$ cat config.mk
export PLATFORM = sky130hd
export DESIGN_NAME = bus_transfer_engine
export DESIGN_NICKNAME = d
export VERILOG_FILES = /design/src/rtl/bus_transfer_engine.sv
export SDC_FILE = /design/constraint.sdc
export NUM_CORES = 1
export LEC_CHECK = 0
export ABC_AREA = 1
export CAP_MARGIN = 20
export CORE_MARGIN = 2
export CORE_UTILIZATION = 44
export CTS_BUF_LIST = sky130_fd_sc_hd__clkbuf_4
export CTS_CLUSTER_DIAMETER = 80
export DETAILED_ROUTE_END_ITERATION = 8
export HOLD_SLACK_MARGIN = 0.02
export PLACE_DENSITY = 0.88
export RECOVER_POWER = 100
export SYNTH_ARGS = -nofsm -noshare
export SYNTH_HDL_FRONTEND = slang
export SYNTH_SLANG_ARGS = --single-unit
$ cat constraint.sdc
create_clock -name i_Clk -period 3 [get_ports i_Clk]
set_input_delay 0.3 -clock i_Clk [delete_from_list [all_inputs] [get_ports i_Clk]]
set_output_delay 0.3 -clock i_Clk [all_outputs]
set_load 0.005 [all_outputs]
$ cat src/rtl/bus_transfer_engine.sv
// Sequenced unit-to-unit bus transfer engine.
// It reads one word from a source unit and delivers it, with a command, to a destination unit.
module bus_transfer_engine #(
  parameter int NUM_UNITS      = 4,
  parameter int DATA_WIDTH     = 16,
  parameter int CMD_WIDTH      = 4,
  parameter int ID_WIDTH       = 4,
  parameter int TIMEOUT_CYCLES = 16
) (
  input  logic                            i_Clk,
  input  logic                            i_Reset,
  input  logic                            i_xfer_valid,
  output logic                            o_xfer_ready,
  input  logic [ID_WIDTH-1:0]             i_src_id,
  input  logic [ID_WIDTH-1:0]             i_dst_id,
  input  logic [CMD_WIDTH-1:0]            i_src_cmd,
  input  logic [CMD_WIDTH-1:0]            i_dst_cmd,
  output logic [NUM_UNITS*CMD_WIDTH-1:0]  o_unit_cmd,
  output logic [NUM_UNITS-1:0]            o_unit_valid,
  output logic [DATA_WIDTH-1:0]           o_unit_data,
  input  logic [NUM_UNITS*DATA_WIDTH-1:0] i_unit_data,
  input  logic [NUM_UNITS-1:0]            i_unit_valid,
  output logic                            o_busy,
  output logic                            o_xfer_done,
  output logic                            o_xfer_error,
  output logic [1:0]                      o_err_code
);

  localparam int SEL_W = (NUM_UNITS > 1) ? $clog2(NUM_UNITS) : 1;
  localparam int CNT_W = $clog2(TIMEOUT_CYCLES + 1);
  localparam logic [ID_WIDTH:0]  NUM_UNITS_ID = (ID_WIDTH + 1)'(NUM_UNITS);
  localparam logic [CNT_W-1:0]   CNT_LAST     = CNT_W'(TIMEOUT_CYCLES - 1);

  localparam logic [1:0] ERR_BAD_ID  = 2'd1;
  localparam logic [1:0] ERR_SAME_ID = 2'd2;
  localparam logic [1:0] ERR_TIMEOUT = 2'd3;

  typedef enum logic [1:0] {
    ST_IDLE,
    ST_FETCH,
    ST_DELIVER
  } state_t;

  state_t                 state_q;
  logic [ID_WIDTH-1:0]    src_q;
  logic [ID_WIDTH-1:0]    dst_q;
  logic [CMD_WIDTH-1:0]   scmd_q;
  logic [CMD_WIDTH-1:0]   dcmd_q;
  logic [DATA_WIDTH-1:0]  data_q;
  logic [CNT_W-1:0]       cnt_q;
  logic                   done_q;
  logic                   err_q;
  logic [1:0]             code_q;

  logic [SEL_W-1:0]       src_sel;
  logic [SEL_W-1:0]       dst_sel;
  logic                   bad_id;
  logic                   same_id;
  logic [DATA_WIDTH-1:0]  unit_rdata [NUM_UNITS];

  assign src_sel = src_q[SEL_W-1:0];
  assign dst_sel = dst_q[SEL_W-1:0];

  // Bad id takes priority over src==dst when both apply.
  assign bad_id  = ({1'b0, i_src_id} >= NUM_UNITS_ID) || ({1'b0, i_dst_id} >= NUM_UNITS_ID);
  assign same_id = (i_src_id == i_dst_id);

  always_comb begin
    for (int k = 0; k < NUM_UNITS; k++) begin
      unit_rdata[k] = i_unit_data[k*DATA_WIDTH +: DATA_WIDTH];
    end
  end

  assign o_xfer_ready = (state_q == ST_IDLE) && !i_Reset;
  assign o_busy       = (state_q != ST_IDLE);
  assign o_xfer_done  = done_q;
  assign o_xfer_error = err_q;
  assign o_err_code   = code_q;
  assign o_unit_data  = data_q;

  always_comb begin
    o_unit_cmd   = '0;
    o_unit_valid = '0;
    for (int k = 0; k < NUM_UNITS; k++) begin
      if (state_q == ST_FETCH && src_sel == SEL_W'(k)) begin
        o_unit_cmd[k*CMD_WIDTH +: CMD_WIDTH] = scmd_q;
      end
      if (state_q == ST_DELIVER && dst_sel == SEL_W'(k)) begin
        o_unit_cmd[k*CMD_WIDTH +: CMD_WIDTH] = dcmd_q;
        o_unit_valid[k]                      = 1'b1;
      end
    end
  end

  always_ff @(posedge i_Clk or posedge i_Reset) begin
    if (i_Reset) begin
      state_q <= ST_IDLE;
      src_q   <= '0;
      dst_q   <= '0;
      scmd_q  <= '0;
      dcmd_q  <= '0;
      data_q  <= '0;
      cnt_q   <= '0;
      done_q  <= 1'b0;
      err_q   <= 1'b0;
      code_q  <= '0;
    end else begin
      done_q <= 1'b0;
      err_q  <= 1'b0;
      case (state_q)
        ST_IDLE: begin
          if (i_xfer_valid) begin
            src_q  <= i_src_id;
            dst_q  <= i_dst_id;
            scmd_q <= i_src_cmd;
            dcmd_q <= i_dst_cmd;
            if (bad_id) begin
              err_q  <= 1'b1;
              code_q <= ERR_BAD_ID;
            end else if (same_id) begin
              err_q  <= 1'b1;
              code_q <= ERR_SAME_ID;
            end else begin
              state_q <= ST_FETCH;
              cnt_q   <= '0;
            end
          end
        end
        ST_FETCH: begin
          // A valid in the last allowed cycle still completes the transfer.
          if (i_unit_valid[src_sel]) begin
            data_q  <= unit_rdata[src_sel];
            state_q <= ST_DELIVER;
          end else if (cnt_q == CNT_LAST) begin
            state_q <= ST_IDLE;
            err_q   <= 1'b1;
            code_q  <= ERR_TIMEOUT;
          end else begin
            cnt_q <= cnt_q + CNT_W'(1);
          end
        end
        ST_DELIVER: begin
          state_q <= ST_IDLE;
          done_q  <= 1'b1;
        end
        default: state_q <= ST_IDLE;
      endcase
    end
  end

endmodule

==> metrics.yaml, run 1 <==
sta:
  final_max_slew_viol_count: 40
  final.period_utilization: 0.889
  setup_total_negative_slack_ns: 0
  achievable-frequency_mhz: 375
  finClkSkew_ns: 0.00952
  setup_violations: 0
  final-hold-violation-count: 0
  slew_headroom: -0.372
  final_period_minus_worst_setup_slack_ns: 2.67
  rsz0062_at_grt: "false"
  tightestPinTransition_ns: 2.06
placement:
  placer_congestion_estimate: 0.904
  numPortBuffers: 128
  dp_hpwl_um: 6120
critical_path:
  critPathMaxFanout: 11
  r2r-end: "o_unit_data[7]"
  crit_arrival_ns: 2.37
  timing.critical_path.depth: 6
  worst_ep_required_time_ns: 2.70
  worst_path_most_repeated_cell: "nand2_1"
  critPathTopFamily: "buffers and inverters"
  reg2reg_setup_slack_ns: 0.91
  crit_type: "flop to output port"
  cp_num_buf_inv: 3
  rr_worst_depth: 7
  endpoint: "o_unit_cmd[6]"
  slowest_stage: "dlygate4sd3_1"
  r2r_start: "state_q[1]"
  startpoint: "state_q[1]"
  crit_chain: "inv_2, nand2_1, inv_1, nand2_1, o22ai_1, dlygate4sd3_1"
  cp_slowest_stage_delay_ns: 0.59
  startpoint_type: "flop"
  endpoint_kind: "output port"
yosys:
  postSynthNetCount: 424
  synth.avg_cell_area_um2: 7.19
  synth_ff_type: "dfrtp_1"
  post_synth_inst_count: 334
  synth-seq-cells: 39
  synth.most_common_cell: "nand2_1"
  synth.yosys.seq_area_share: 0.406
  netlist_top_cells_count: "nand2_1, dfrtp_1, inv_1"
  summed_instance_area_of_the_synthesized_netlist_mm2: 0.00240
  cell_types_occupying_the_most_area_after_synthesis: "dfrtp_1, nand2_1, a22oi_1"
  netlist-cell-type-count: 30
  yosys.area.top_type: "dfrtp_1"
  asyncSetResetFlopFracSynth: 1.00
  share_of_yosys_cell_area_claimed_by_the_top_area_cell_type: 0.406
  yosysWarningCount: 0
  edff_count_synth: 0
final_layout:
  final_util: 0.730
  share_of_cells_above_drive_strength_1: 0.0516
  final_nets: 554
  synthToLayoutAreaGrowth_pct: 57.1
  diodes: 0
clock_network:
  post_cts_buffers: 0
  postCtsResizedCells: 0
  cts.htree.levels: 2
  numClockSinks: 39
  clockBufferDepth: 2
  tritoncts: "built"
  clk-insertion-delay-late_ns: 0.35
  inserted_clock_buffers: 5
  cts_root_buf: "clkbuf_4"
  clk_transition_reported_paths_ns: 0.10
  ctsHoldBuffers: 0
power:
  ir_drop_mv: 0.543
  leakage_nw: 1.85
  pwr_density_cell_mw_per_mm2: 696
status:
  violated_checks: "max-capacitance violations, max-slew violations"
  run_status: "finished with violations"
global_routing:
  grt_max_degree: 40
  grt_overflow: 0
  antenna_found_initial: 0
  first_global_vias: 2699
  total_grt_usage: 0.258
  global_route_wire_length_before_repair_um: 12400
floorplanning:
  die-area_mm2: 0.00607
  boundaryPins: 129
  fp-row-count: 26
  chip_height_um: 77.9
  chipWidth_um: 77.9
  floorplan_core_area_mm2: 0.00517
  start_util: 0.464
drt:
  dr.pass1.iters: 4
  drc: 0
  drc_marker_count_from_the_first_detailed_route_iteration: 170
  num_vias: 2758
  drtAntennaViolNets: 0
  routed_wl_um: 7910
  wire_per_inst_um: 14.8
  via_per_inst: 5.16
min_path:
  holdPathStages: 2
  min_path_type: "flop to flop"
run:
  maxCapViolCount: 1
[flip-flops by register name, indices dropped and copies added (netlist names)]
register / cells
o_unit_data: 16
o_err_code: 2
src_q: 2
state_q: 2
o_xfer_error: 1
cnt_q: 5
scmd_q: 4
dst_q: 2
dcmd_q: 4
o_xfer_done: 1
[area by class of cell]
type,instances,area [um^2]
Timing Repair Buffer,133,1320
Clock inverter,1,5.00
Clock buffer,7,52.6
Inverter,38,144
Sequential cell,39,976
Multi-Input combinational cell,247,1190
Tap cell,70,87.6
Fill cell,392,1400
[logic make-up (layout without fill, tap and decap cells)]
| family | count (synthesis) | after routing | share of synthesized area |
|---|---|---|---|
| buf+inv | 48 | 179 | 0.0896 |
| xor+xnor | 1 | 1 | 0.00365 |
| fa+ha+maj | 3 | 3 | 0.0156 |
| flops | 39 | 39 | 0.406 |
| simple gates | 189 | 189 | 0.346 |
| compound gates | 54 | 54 | 0.139 |
[through the flow]
stage | std cells | instance area (um^2) | hold slack, ns | worst slack, ns | total power [mW]
3_3_place_gp | 527 | 3740 | 0.458 | 0.805 | 2.39
6_report | 535 | 3770 | 0.483 | 0.333 | 2.63
4_1_cts | 535 | 3800 | 0.402 | 0.302 | 2.73
3_5_place_dp | 527 | 3740 | 0.461 | 0.720 | 2.46
5_1_grt | 535 | 3770 | 0.510 | 0.195 | 2.85
2_1_floorplan | 334 | 2400 | 0.440 | 1.45 | 1.76
[per-layer routing]
layer	vias up	global-route usage	share of wire
met5	-	0	0
met3	10	0.0581	0.069
met2	93	0.474	0.51
li1	1350	-	-
met1	1305	0.310	0.41
met4	0	0.0474	0.010
[layout by cell type (no fill, tap or decap), drive strengths merged, types with 3 or more instances in the layout]
cell and count:
nor3 4, a21oi 10, a22oi 16, ha 3, dlygate4sd3 43, clkbuf 8
nand4 3, nor2 25, nand2 133, clkdlybuf4s50 85, dfrtp 39, inv 35
o21ai 11, nand3 21, clkinv 3, buf 4, o22ai 16
[worst register-to-register path, cell delays in order (launching register included)]
cell        delay (ns)
dfrtp_1           0.39
inv_2             0.05
nand2_1           0.28
inv_1             0.24
nand2_8           0.19
clkinvlp_2        0.51
nand2_1           0.24
nand2_1           0.08
[power by group]
group          switching (mW)  internal, mW
Combinational           0.849         0.658
Sequential              0.123         0.729
Clock                   0.160         0.109
[worst min-delay path by stage]
stage                    startpoint              end  slack, ns
floorplan                state_q[0]      o_xfer_done       0.44
global placement         state_q[0]      o_xfer_done       0.46
detailed placement    o_err_code[1]    o_err_code[1]       0.46
CTS                         i_Reset        dcmd_q[0]       0.40
global route        o_unit_data[12]  o_unit_data[12]       0.51
finish              o_unit_data[12]  o_unit_data[12]       0.48
Note: power is estimated with default switching activity, not from simulation.
==> run 2: changes to the inputs <==
--- a/config.mk
+++ b/config.mk
@@ -6,7 +6,7 @@
 export NUM_CORES = 1
 export LEC_CHECK = 0
 export ABC_AREA = 1
-export CAP_MARGIN = 20
+export CAP_MARGIN = 10
 export CORE_MARGIN = 2
 export CORE_UTILIZATION = 44
 export CTS_BUF_LIST = sky130_fd_sc_hd__clkbuf_4
==> results of run 2 <==
Final layout, timing and power as in run 1 (identical DEF).
